--- src/rtl/alu_result_ctrl_pkg.sv ---
// alu_pkg: shared types and constants for the ALU result controller.
//   - irq_state_e : interrupt acknowledge FSM states
//   - DEF_*       : default parameter values for alu_result_ctrl
//   - ALU_DW      : ALU data width
//   - ENTRY_W     : FIFO entry width (data, plus parity when ALU_RES_PARITY_EN)
// Optional macro: ALU_RES_PARITY_EN widens FIFO entries by one parity bit.
package alu_pkg;

  localparam int ALU_DW          = 8;
  localparam int DEF_DEPTH       = 8;
  localparam int DEF_CNT_W       = 8;
  localparam int DEF_CLR_TIMEOUT = 4;

`ifdef ALU_RES_PARITY_EN
  localparam int ENTRY_W = ALU_DW + 1;
`else
  localparam int ENTRY_W = ALU_DW;
`endif

  typedef enum logic [1:0] {
    IDLE = 2'd0,
    PEND = 2'd1,
    CLR  = 2'd2
  } irq_state_e;

  // Even parity: XOR of all data bits.
  function automatic logic even_parity(input logic [ALU_DW-1:0] d);
    return ^d;
  endfunction

endpackage

--- src/rtl/alu_result_ctrl_if.sv ---
// alu_res_if: result handshake between the controller (master) and host (slave).
//   res_valid  master->slave  FIFO head valid
//   res_data   master->slave  FIFO head data
//   res_ready  slave->master  host accepts head
//   res_parity master->slave  head parity bit (only with ALU_RES_PARITY_EN)
interface alu_res_if;
  import alu_pkg::*;

  logic              res_valid;
  logic [ALU_DW-1:0] res_data;
  logic              res_ready;
`ifdef ALU_RES_PARITY_EN
  logic              res_parity;

  modport master (output res_valid, output res_data, output res_parity, input res_ready);
  modport slave  (input res_valid, input res_data, input res_parity, output res_ready);
`else
  modport master (output res_valid, output res_data, input res_ready);
  modport slave  (input res_valid, input res_data, output res_ready);
`endif

endinterface

--- src/rtl/alu_result_ctrl_fifo.sv ---
// alu_sync_fifo: single-clock FIFO with sticky overflow on dropped pushes.
//   alu_clk, rst_n  clock, async active-low reset
//   push_i/push_data_i  write request and data
//   pop_i           read request (ignored when empty)
//   ovf_clr_i       clears overflow_o; a drop in the same cycle wins
//   head_data_o     head entry, zero when empty
//   full_o/empty_o  occupancy == DEPTH / occupancy == 0
//   overflow_o      sticky, set when a push is dropped
module alu_sync_fifo #(
  parameter int W     = 8,
  parameter int DEPTH = 8
) (
  input  logic         alu_clk,
  input  logic         rst_n,
  input  logic         push_i,
  input  logic [W-1:0] push_data_i,
  input  logic         pop_i,
  input  logic         ovf_clr_i,
  output logic [W-1:0] head_data_o,
  output logic         full_o,
  output logic         empty_o,
  output logic         overflow_o
);

  localparam int AW = $clog2(DEPTH);
  localparam int CW = AW + 1;

  logic [W-1:0]  mem_q [DEPTH];
  logic [AW-1:0] wr_ptr_q, rd_ptr_q;
  logic [CW-1:0] count_q;
  logic          ovf_q;
  logic          do_push, do_pop, drop;

  assign full_o  = (count_q == CW'(DEPTH));
  assign empty_o = (count_q == '0);

  // A pop on a full FIFO frees the slot the simultaneous push needs.
  assign do_pop  = pop_i && !empty_o;
  assign do_push = push_i && (!full_o || do_pop);
  assign drop    = push_i && full_o && !do_pop;

  always_ff @(posedge alu_clk or negedge rst_n) begin
    if (!rst_n) begin
      wr_ptr_q <= '0;
      rd_ptr_q <= '0;
      count_q  <= '0;
      ovf_q    <= 1'b0;
    end else begin
      if (do_push) wr_ptr_q <= wr_ptr_q + AW'(1);
      if (do_pop)  rd_ptr_q <= rd_ptr_q + AW'(1);
      case ({do_push, do_pop})
        2'b10:   count_q <= count_q + CW'(1);
        2'b01:   count_q <= count_q - CW'(1);
        default: count_q <= count_q;
      endcase
      if (drop)           ovf_q <= 1'b1;
      else if (ovf_clr_i) ovf_q <= 1'b0;
    end
  end

  always_ff @(posedge alu_clk) begin
    if (do_push) mem_q[wr_ptr_q] <= push_data_i;
  end

  // Storage is not reset; masking keeps the head at zero while empty.
  assign head_data_o = empty_o ? '0 : mem_q[rd_ptr_q];
  assign overflow_o  = ovf_q;

endmodule

--- src/rtl/alu_result_ctrl.sv ---
// alu_result_ctrl: buffers ALU results and runs the ALU interrupt ack protocol.
//   alu_clk, rst_n  clock, async active-low reset
//   alu_enable      ALU enable; results appear on alu_out one cycle later
//   alu_out         registered ALU result
//   alu_irq         ALU interrupt level
//   res_if          result handshake (valid/data/ready, optional parity)
//   fifo_full/fifo_empty/overflow/ovf_clr  FIFO status and sticky drop flag
//   irq_pending     interrupt latched, awaiting irq_ack
//   irq_ack         host acknowledge pulse
//   alu_irq_clr     clear request back to the ALU
//   irq_clr_err     sticky, clear request timed out
//   irq_count       saturating count of latched interrupts
// Optional macro: ALU_RES_PARITY_EN adds an even-parity bit per entry (res_if.res_parity).
//
// IRQ FSM states:
//   IDLE | no interrupt outstanding; alu_irq latches a new event
//   PEND | event latched, waiting for irq_ack
//   CLR  | alu_irq_clr asserted, waiting for alu_irq to drop or timeout
module alu_result_ctrl
  import alu_pkg::*;
#(
  parameter int DEPTH       = DEF_DEPTH,
  parameter int CNT_W       = DEF_CNT_W,
  parameter int CLR_TIMEOUT = DEF_CLR_TIMEOUT
) (
  input  logic              alu_clk,
  input  logic              rst_n,
  input  logic              alu_enable,
  input  logic [ALU_DW-1:0] alu_out,
  input  logic              alu_irq,
  alu_res_if.master         res_if,
  output logic              fifo_full,
  output logic              fifo_empty,
  output logic              overflow,
  input  logic              ovf_clr,
  output logic              irq_pending,
  input  logic              irq_ack,
  output logic              alu_irq_clr,
  output logic              irq_clr_err,
  output logic [CNT_W-1:0]  irq_count
);

  localparam int TMR_W = $clog2(CLR_TIMEOUT) + 1;

  logic               en_d_q;
  logic [ENTRY_W-1:0] push_entry;
  logic [ENTRY_W-1:0] head_entry;
  logic               pop;

  // alu_out lags alu_enable by one cycle, so capture keys off the delayed enable.
  always_ff @(posedge alu_clk or negedge rst_n) begin
    if (!rst_n) en_d_q <= 1'b0;
    else        en_d_q <= alu_enable;
  end

`ifdef ALU_RES_PARITY_EN
  assign push_entry        = {even_parity(alu_out), alu_out};
  assign res_if.res_parity = head_entry[ALU_DW];
`else
  assign push_entry = alu_out;
`endif

  assign res_if.res_valid = !fifo_empty;
  assign res_if.res_data  = head_entry[ALU_DW-1:0];
  assign pop              = res_if.res_valid && res_if.res_ready;

  alu_sync_fifo #(
    .W     (ENTRY_W),
    .DEPTH (DEPTH)
  ) u_fifo (
    .alu_clk     (alu_clk),
    .rst_n       (rst_n),
    .push_i      (en_d_q),
    .push_data_i (push_entry),
    .pop_i       (pop),
    .ovf_clr_i   (ovf_clr),
    .head_data_o (head_entry),
    .full_o      (fifo_full),
    .empty_o     (fifo_empty),
    .overflow_o  (overflow)
  );

  irq_state_e       state_q;
  logic [TMR_W-1:0] timer_q;
  logic             pending_q, clr_q, err_q;
  logic [CNT_W-1:0] count_q;

  always_ff @(posedge alu_clk or negedge rst_n) begin
    if (!rst_n) begin
      state_q   <= IDLE;
      timer_q   <= '0;
      pending_q <= 1'b0;
      clr_q     <= 1'b0;
      err_q     <= 1'b0;
      count_q   <= '0;
    end else begin
      case (state_q)
        IDLE: begin
          if (alu_irq) begin
            state_q   <= PEND;
            pending_q <= 1'b1;
            if (count_q != {CNT_W{1'b1}}) count_q <= count_q + CNT_W'(1);
          end
        end
        PEND: begin
          if (irq_ack) begin
            state_q   <= CLR;
            pending_q <= 1'b0;
            clr_q     <= 1'b1;
            timer_q   <= '0;
          end
        end
        CLR: begin
          if (!alu_irq) begin
            state_q <= IDLE;
            clr_q   <= 1'b0;
          end else if (timer_q == TMR_W'(CLR_TIMEOUT - 1)) begin
            // ALU never dropped the interrupt; give up and flag it.
            state_q <= IDLE;
            clr_q   <= 1'b0;
            err_q   <= 1'b1;
          end else begin
            timer_q <= timer_q + TMR_W'(1);
          end
        end
        default: begin
          state_q   <= IDLE;
          pending_q <= 1'b0;
          clr_q     <= 1'b0;
        end
      endcase
    end
  end

  assign irq_pending = pending_q;
  assign alu_irq_clr = clr_q;
  assign irq_clr_err = err_q;
  assign irq_count   = count_q;

endmodule

--- src/flat_wrapper.sv ---
// flat-port wrapper written by rule: the top's interface ports become plain ports
module alu_result_ctrl_flat import alu_pkg::*;
#(
  parameter int DEPTH       = DEF_DEPTH,
  parameter int CNT_W       = DEF_CNT_W,
  parameter int CLR_TIMEOUT = DEF_CLR_TIMEOUT
)
  (alu_clk, rst_n, alu_enable, alu_out, alu_irq, fifo_full, fifo_empty, overflow, ovf_clr, irq_pending, irq_ack, alu_irq_clr, irq_clr_err, irq_count, res_if_res_valid, res_if_res_data, res_if_res_ready);
  alu_res_if res_if_i ();
  input  logic alu_clk;
  input  logic rst_n;
  input  logic alu_enable;
  input  logic [ALU_DW-1:0] alu_out;
  input  logic alu_irq;
  output logic fifo_full;
  output logic fifo_empty;
  output logic overflow;
  input  logic ovf_clr;
  output logic irq_pending;
  input  logic irq_ack;
  output logic alu_irq_clr;
  output logic irq_clr_err;
  output logic [CNT_W-1:0] irq_count;
  output wire logic [$bits(res_if_i.res_valid)-1:0] res_if_res_valid;
  output wire logic [$bits(res_if_i.res_data)-1:0] res_if_res_data;
  input wire logic [$bits(res_if_i.res_ready)-1:0] res_if_res_ready;
  assign res_if_res_valid = res_if_i.res_valid;
  assign res_if_res_data = res_if_i.res_data;
  assign res_if_i.res_ready = res_if_res_ready;
  alu_result_ctrl #(.DEPTH(DEPTH), .CNT_W(CNT_W), .CLR_TIMEOUT(CLR_TIMEOUT)) u_core (.alu_clk(alu_clk), .rst_n(rst_n), .alu_enable(alu_enable), .alu_out(alu_out), .alu_irq(alu_irq), .res_if(res_if_i), .fifo_full(fifo_full), .fifo_empty(fifo_empty), .overflow(overflow), .ovf_clr(ovf_clr), .irq_pending(irq_pending), .irq_ack(irq_ack), .alu_irq_clr(alu_irq_clr), .irq_clr_err(irq_clr_err), .irq_count(irq_count));
endmodule
--- config.mk ---
export PLATFORM = sky130hd
export DESIGN_NAME = alu_result_ctrl_flat
export DESIGN_NICKNAME = d
export VERILOG_FILES = /design/src/rtl/alu_result_ctrl_pkg.sv /design/src/rtl/alu_result_ctrl_if.sv /design/src/rtl/alu_result_ctrl_fifo.sv /design/src/rtl/alu_result_ctrl.sv /design/src/flat_wrapper.sv
export SDC_FILE = /design/constraint.sdc
export NUM_CORES = 1
export LEC_CHECK = 0
export BUFFER_PORTS_ARGS = -buffer_cell sky130_fd_sc_hd__buf_2
export CAP_MARGIN = 20
export CORE_MARGIN = 4
export CORE_UTILIZATION = 27
export DETAILED_ROUTE_END_ITERATION = 12
export PLACE_DENSITY = 0.51
export RECOVER_POWER = 50
export SLEW_MARGIN = 20
export SYNTH_ARGS = -nofsm -noshare
export SYNTH_HDL_FRONTEND = slang
export SYNTH_SLANG_ARGS = --single-unit
--- constraint.sdc ---
create_clock -name alu_clk -period 3.3 [get_ports alu_clk]
set_clock_uncertainty 0.2 [all_clocks]
set_input_delay 0.33 -clock alu_clk [delete_from_list [all_inputs] [get_ports alu_clk]]
set_output_delay 0.33 -clock alu_clk [all_outputs]
set_load 0.1 [all_outputs]
Yosys cells after proc, flatten, opt, wreduce, memory -nomap -nowiden
Memories as Yosys holds them, arrays and structs flattened.
Cells that the tools add are included.

storage, ports and cells
  register bits after elaboration = 28
  memories = 1
  bits in writable memories = 64
  output and inout bits = 23
  bits of input ports = 15

cells by class
  add/subtract/negate cells = 6
  muxes and demuxes = 22
  equality and inequality tests = 12
  bitwise gates (word level) = 2
  reductions and logical operators = 20

memories
  name                 depth  bits a word  read ports  clocked after memory_dff  write ports  RTL line                    source
  u_core.u_fifo.mem_q  8      8            1           0                         1            alu_result_ctrl_fifo.sv:28  logic [W-1:0] mem_q [DEPTH];

operators by type and width
  kind                                                  number
  AND reduction 3 bit                                   5
  adder 3 x 1 -> 3 bit (second input constant)          3
  2-to-1 mux 1 bit                                      9
  2-to-1 mux 3 bit                                      3
  adder 8 x 1 -> 8 bit (second input constant)          1
  2-to-1 mux 2 bit                                      4
  2-to-1 mux 8 bit                                      1
  != test 2 bit (second input constant)                 4
  != test 8 bit (second input constant)                 1
  case mux 4 bit (2 select lines)                       1
  case mux 1 bit (3 select lines)                       2
  case mux 2 bit (3 select lines)                       1
  case mux 3 bit (2 select lines)                       1
  nonzero test 2 bit                                    3
  logical AND 1 bit                                     5
  adder 4 x 1 -> 4 bit (second input constant)          1
  equality test 2 x 1 -> 1 bit (second input constant)  2
  equality test 2 bit (second input constant)           2
  equality test 4 bit (second input constant)           1
  zero test 4 bit                                       1
  AND reduction 4 bit                                   1
  subtractor 4 x 1 -> 4 bit (second input constant)     1
  equality test 3 x 2 -> 1 bit (second input constant)  1
  zero test 1 bit                                       3
  other kinds (4)                                       5

Depth between registers and ports, before layout
  depth after elaboration = 8
  mapped depth = 9
  mapped depth without buffers = 8

Cells and area by module
A second synthesis with hierarchy kept.

second synthesis, totals
  cells, all modules = 284
  area, all modules = 4041.4 um^2

by module, submodules not included
  module           area an instance (um^2)  cells an instance  times used
  alu_sync_fifo    3200.6                   209                1
  alu_result_ctrl  840.8                    75                 1

Worst setup path before layout
Ideal clock, no wire load.

  path kind = register -> register
  start = register u_core.u_fifo.count_q[1]
  end = register u_core.u_fifo.count_q[2]
  data required time = 2.984 ns
  setup time = 0.116 ns
  cell stages (with the launch flop) = 10
  arrival = 2.960 ns
  buffers on the path = 1
  setup slack = 0.024 ns
  cells stage by stage = dfrtp_1 buf_2 or4_1 inv_1 nor3_1 a21o_1 ha_1 or4b_1 or3_1 o311ai_0

between the ends
  word-level cells in the longest chain between the ends = 8

RTL lines
  what                                                                          RTL line                                           source
  start: declaration                                                            alu_result_ctrl_fifo.sv:30                         logic [CW-1:0] count_q;
  start signal: assignment                                                      alu_result_ctrl_fifo.sv:52                         2'b10: count_q <= count_q + CW'(1);
  start signal: assignment                                                      alu_result_ctrl_fifo.sv:53                         2'b01: count_q <= count_q - CW'(1);
  start signal: assignment                                                      alu_result_ctrl_fifo.sv:54                         default: count_q <= count_q;
  zero test 4 bit *                                                             alu_result_ctrl_fifo.sv:35                         assign empty_o = (count_q == '0);
  net fifo_empty                                                                flat_wrapper.sv:16                                 output logic fifo_empty;
  zero test 1 bit *                                                             alu_result_ctrl_fifo.sv:38, alu_result_ctrl.sv:63
  logical AND 1 bit                                                             alu_result_ctrl.sv:65                              assign pop = res_if.res_valid && res_if.res_ready;
  logical AND 1 bit *                                                           alu_result_ctrl_fifo.sv:38                         assign do_pop = pop_i && !empty_o;
  logical OR 1 bit                                                              alu_result_ctrl_fifo.sv:39                         assign do_push = push_i && (!full_o || do_pop);
  logical AND 1 bit                                                             alu_result_ctrl_fifo.sv:39
  equality test 2 x 1 -> 1 bit / equality test 2 bit (equally long branches)    alu_result_ctrl_fifo.sv:51                         case ({do_push, do_pop})
  case mux 4 bit (2 select lines) / nonzero test 2 bit (equally long branches)  --

Mark *: on every way through the listed nets, which the timed path passes. The rest lies on a longest branch.
A chain may end at the register's enable or synchronous reset.

Worst setup path after layout
  start = register u_core.u_fifo.count_q[1]
  end = register u_core.u_fifo.count_q[2]

between the ends
  word-level cells in the longest chain between the ends = 8

RTL lines
  what                                                                          RTL line
  zero test 4 bit                                                               alu_result_ctrl_fifo.sv:35
  zero test 1 bit                                                               alu_result_ctrl_fifo.sv:38, alu_result_ctrl.sv:63
  logical AND 1 bit                                                             alu_result_ctrl.sv:65
  logical AND 1 bit                                                             alu_result_ctrl_fifo.sv:38
  logical OR 1 bit                                                              alu_result_ctrl_fifo.sv:39
  logical AND 1 bit                                                             alu_result_ctrl_fifo.sv:39
  equality test 2 x 1 -> 1 bit / equality test 2 bit (equally long branches)    alu_result_ctrl_fifo.sv:51
  case mux 4 bit (2 select lines) / nonzero test 2 bit (equally long branches)  --

Parallel ways exist; a longest one is shown, timed or not.

==> reports/metrics.csv <==
metric,value,unit
netlist_area,3980,µm²
drcViolationCount,0,
post_cts_resize_count,0,
area_growth,18.0,%
antenna_cells,0,
crit_path_max_fanout,11,
wl,7.99,mm
place_inst,493,
initial_core_util,27.5,%
synth_edf_count,64,
crit_chain,or4_1 -> inv_1 -> nor3_1 -> a21o_1 -> ha_1 -> or4b_1 -> or3_1 -> o311ai_0,
path_clk_slew,0.06,ns
async_flop_share,30.4,%
fin_crit_sh,82.3,%
layout-drive-gt1-share,18.3,%
clk_latency,0.34,ns
status,finished with violations,
dieHeight,129,µm
critPathMaxStageDelay,0.52,ns
worst_path_max_delay_cell,or4_1,
grt_pass1_vias,2519,
synth-main-ff-cell,edfxtp_1,
finish.utilization,32.5,%
fin_crit,2.72,ns
startpoint,u_core.u_fifo.count_q[1],
report.final.hold_viol_count,0,
worst_pin_slew,1.59,ns
critPathCaptureType,register,
final_cells,512,
crit_arrival,2.74,ns
synth.yosys.seq_area_share,65.8,%
r2r_start,u_core.u_fifo.count_q[1],
io_pins,38,
syn-mean-instance-area,14.3,µm²
core_area,14500,µm²
numCtsBuffers,9,
yosysWarnings,0,
cts_sinks,92,
critical_path.top_delay_family,simple AND/OR/NAND/NOR gates,
netlist_instances,279,
final_cell_mix,"edfxtp_1 (64), mux2i_1 (33), buf_2 (27), dfrtp_1 (27), a22oi_1 (17)",
crit_buf_inv,1,
wire_per_inst,15.6,µm
hold_class,in2reg,
grt_use_total,10.1,%
firstDrtPassIters,4,
viasPerCell,4.68,
cts_tree,done,
slew_violations,29,
dieArea,16800,µm²
cts.htree.levels,3,
row_count,44,
fmax,0.368,GHz
tns,0,ns
slew_headroom,-6.06,%
grt_max_degree,35,
antenna_found_initial,0,
start_kind,register,
required,3.33,ns
clockBufferDepth,2,
place_hpwl,5.15,mm
violations,"max-capacitance violations, max-slew violations",
io_buffer_count,37,
rsz0062_at_grt,no,
dieWidth,129,µm
vias,2397,
setup_violations,0,
num-nets-final,344,
ant_nets,0,
syn_nets,300,
critPathKind,reg2reg,
gr-total-overflow,0,
root_buffer,clkbuf_16,
routabilityCongestion,0.779,
drt_iter0_markers,170,
postCtsSetupRepairBufs,0,
drv_cap,1,
hold_slack,0.0193,ns
worstHoldStart,irq_ack,
final_common_cell,edfxtp_1,
ys_ff_latch,92,
grt_pass1_wl,12.8,mm
hold_buffers,3,
synth_cell_types,46,
==> layer usage <==
| metal | global-route usage (%) | share of wire, % |
|---|---|---|
| met3 | 3.92 | 4.9 |
| met1 | 12.3 | 46 |
| met4 | 3.55 | 1.4 |
| met5 | 0 | 0 |
| met2 | 16.4 | 47 |
==> final cells by class <==
type	count	area, µm²
inverter	11	41.3
clock buffer	10	229
multi-input combinational	160	1250
fill	1444	9780
timing repair buffer	49	279
tap	184	230
clock inverter	6	46.3
sequential	92	2620
==> cell usage after synthesis, types with 6 or more instances <==
| cell type | count | area share, % |
|---|---|---|
| inv_1 | 11 | 1.0 |
| edfxtp_1 | 64 | 48 |
| ha_1 | 6 | 1.9 |
| buf_2 | 6 | 0.75 |
| dfrtp_1 | 28 | 18 |
| a22oi_1 | 17 | 3.2 |
| clkbuf_1 | 6 | 0.57 |
| xnor2_1 | 6 | 1.3 |
| and3_1 | 8 | 1.3 |
| nand3_1 | 8 | 1.0 |
| mux2i_1 | 33 | 8.3 |
| o21ai_0 | 7 | 0.88 |
| nand2_1 | 6 | 0.57 |
| mux2_2 | 7 | 2.0 |
| nor2_1 | 8 | 0.75 |
==> sequential cells by signal, indices dropped and copies added, names as in the netlist, 2 cells and up <==
name and cells:
u_core.state_q 2, u_core.timer_q 3, u_core.u_fifo.wr_ptr_q 3, u_core.irq_count 8
u_core.u_fifo.count_q 4, u_core.u_fifo.mem_q 64, u_core.u_fifo.rd_ptr_q 3
==> cell families (layout without fill, tap and decap cells) <==
| logic type | Yosys count | count (layout) | share of synthesized area (%) |
|---|---|---|---|
| flops | 92 | 92 | 65.8 |
| buf+inv | 27 | 76 | 2.92 |
| compound gates | 47 | 47 | 8.48 |
| simple gates | 60 | 60 | 8.89 |
| mux | 41 | 41 | 10.7 |
| xor+xnor | 6 | 6 | 1.32 |
| fa+ha+maj | 6 | 6 | 1.88 |
==> path summary, 6_finish.rpt <==
kind	to	slack, ns	cells past startpoint
worst max-delay path	u_core.u_fifo.count_q[2]	0.58	8
worst min-delay path	u_core.state_q[0]	0.02	2
worst max register to register	u_core.u_fifo.count_q[2]	0.58	8
worst min register to register	u_core.irq_clr_err	0.27	1
max in group asynchronous	u_core.u_fifo.rd_ptr_q[1]	1.14	2
min in group asynchronous	u_core.irq_count[1]	0.72	2
==> stage by stage <==
stage,cell area [µm²],setup slack [ns]
global route,4700,0.411
global placement,4410,0.660
floorplan,3980,0.0243
detailed placement,4410,0.586
CTS,4720,0.572
finish,4700,0.584
Power is left out: the tool's default activity adds up to more than one toggle a clock period on the data nets, which glitch-free logic cannot reach.
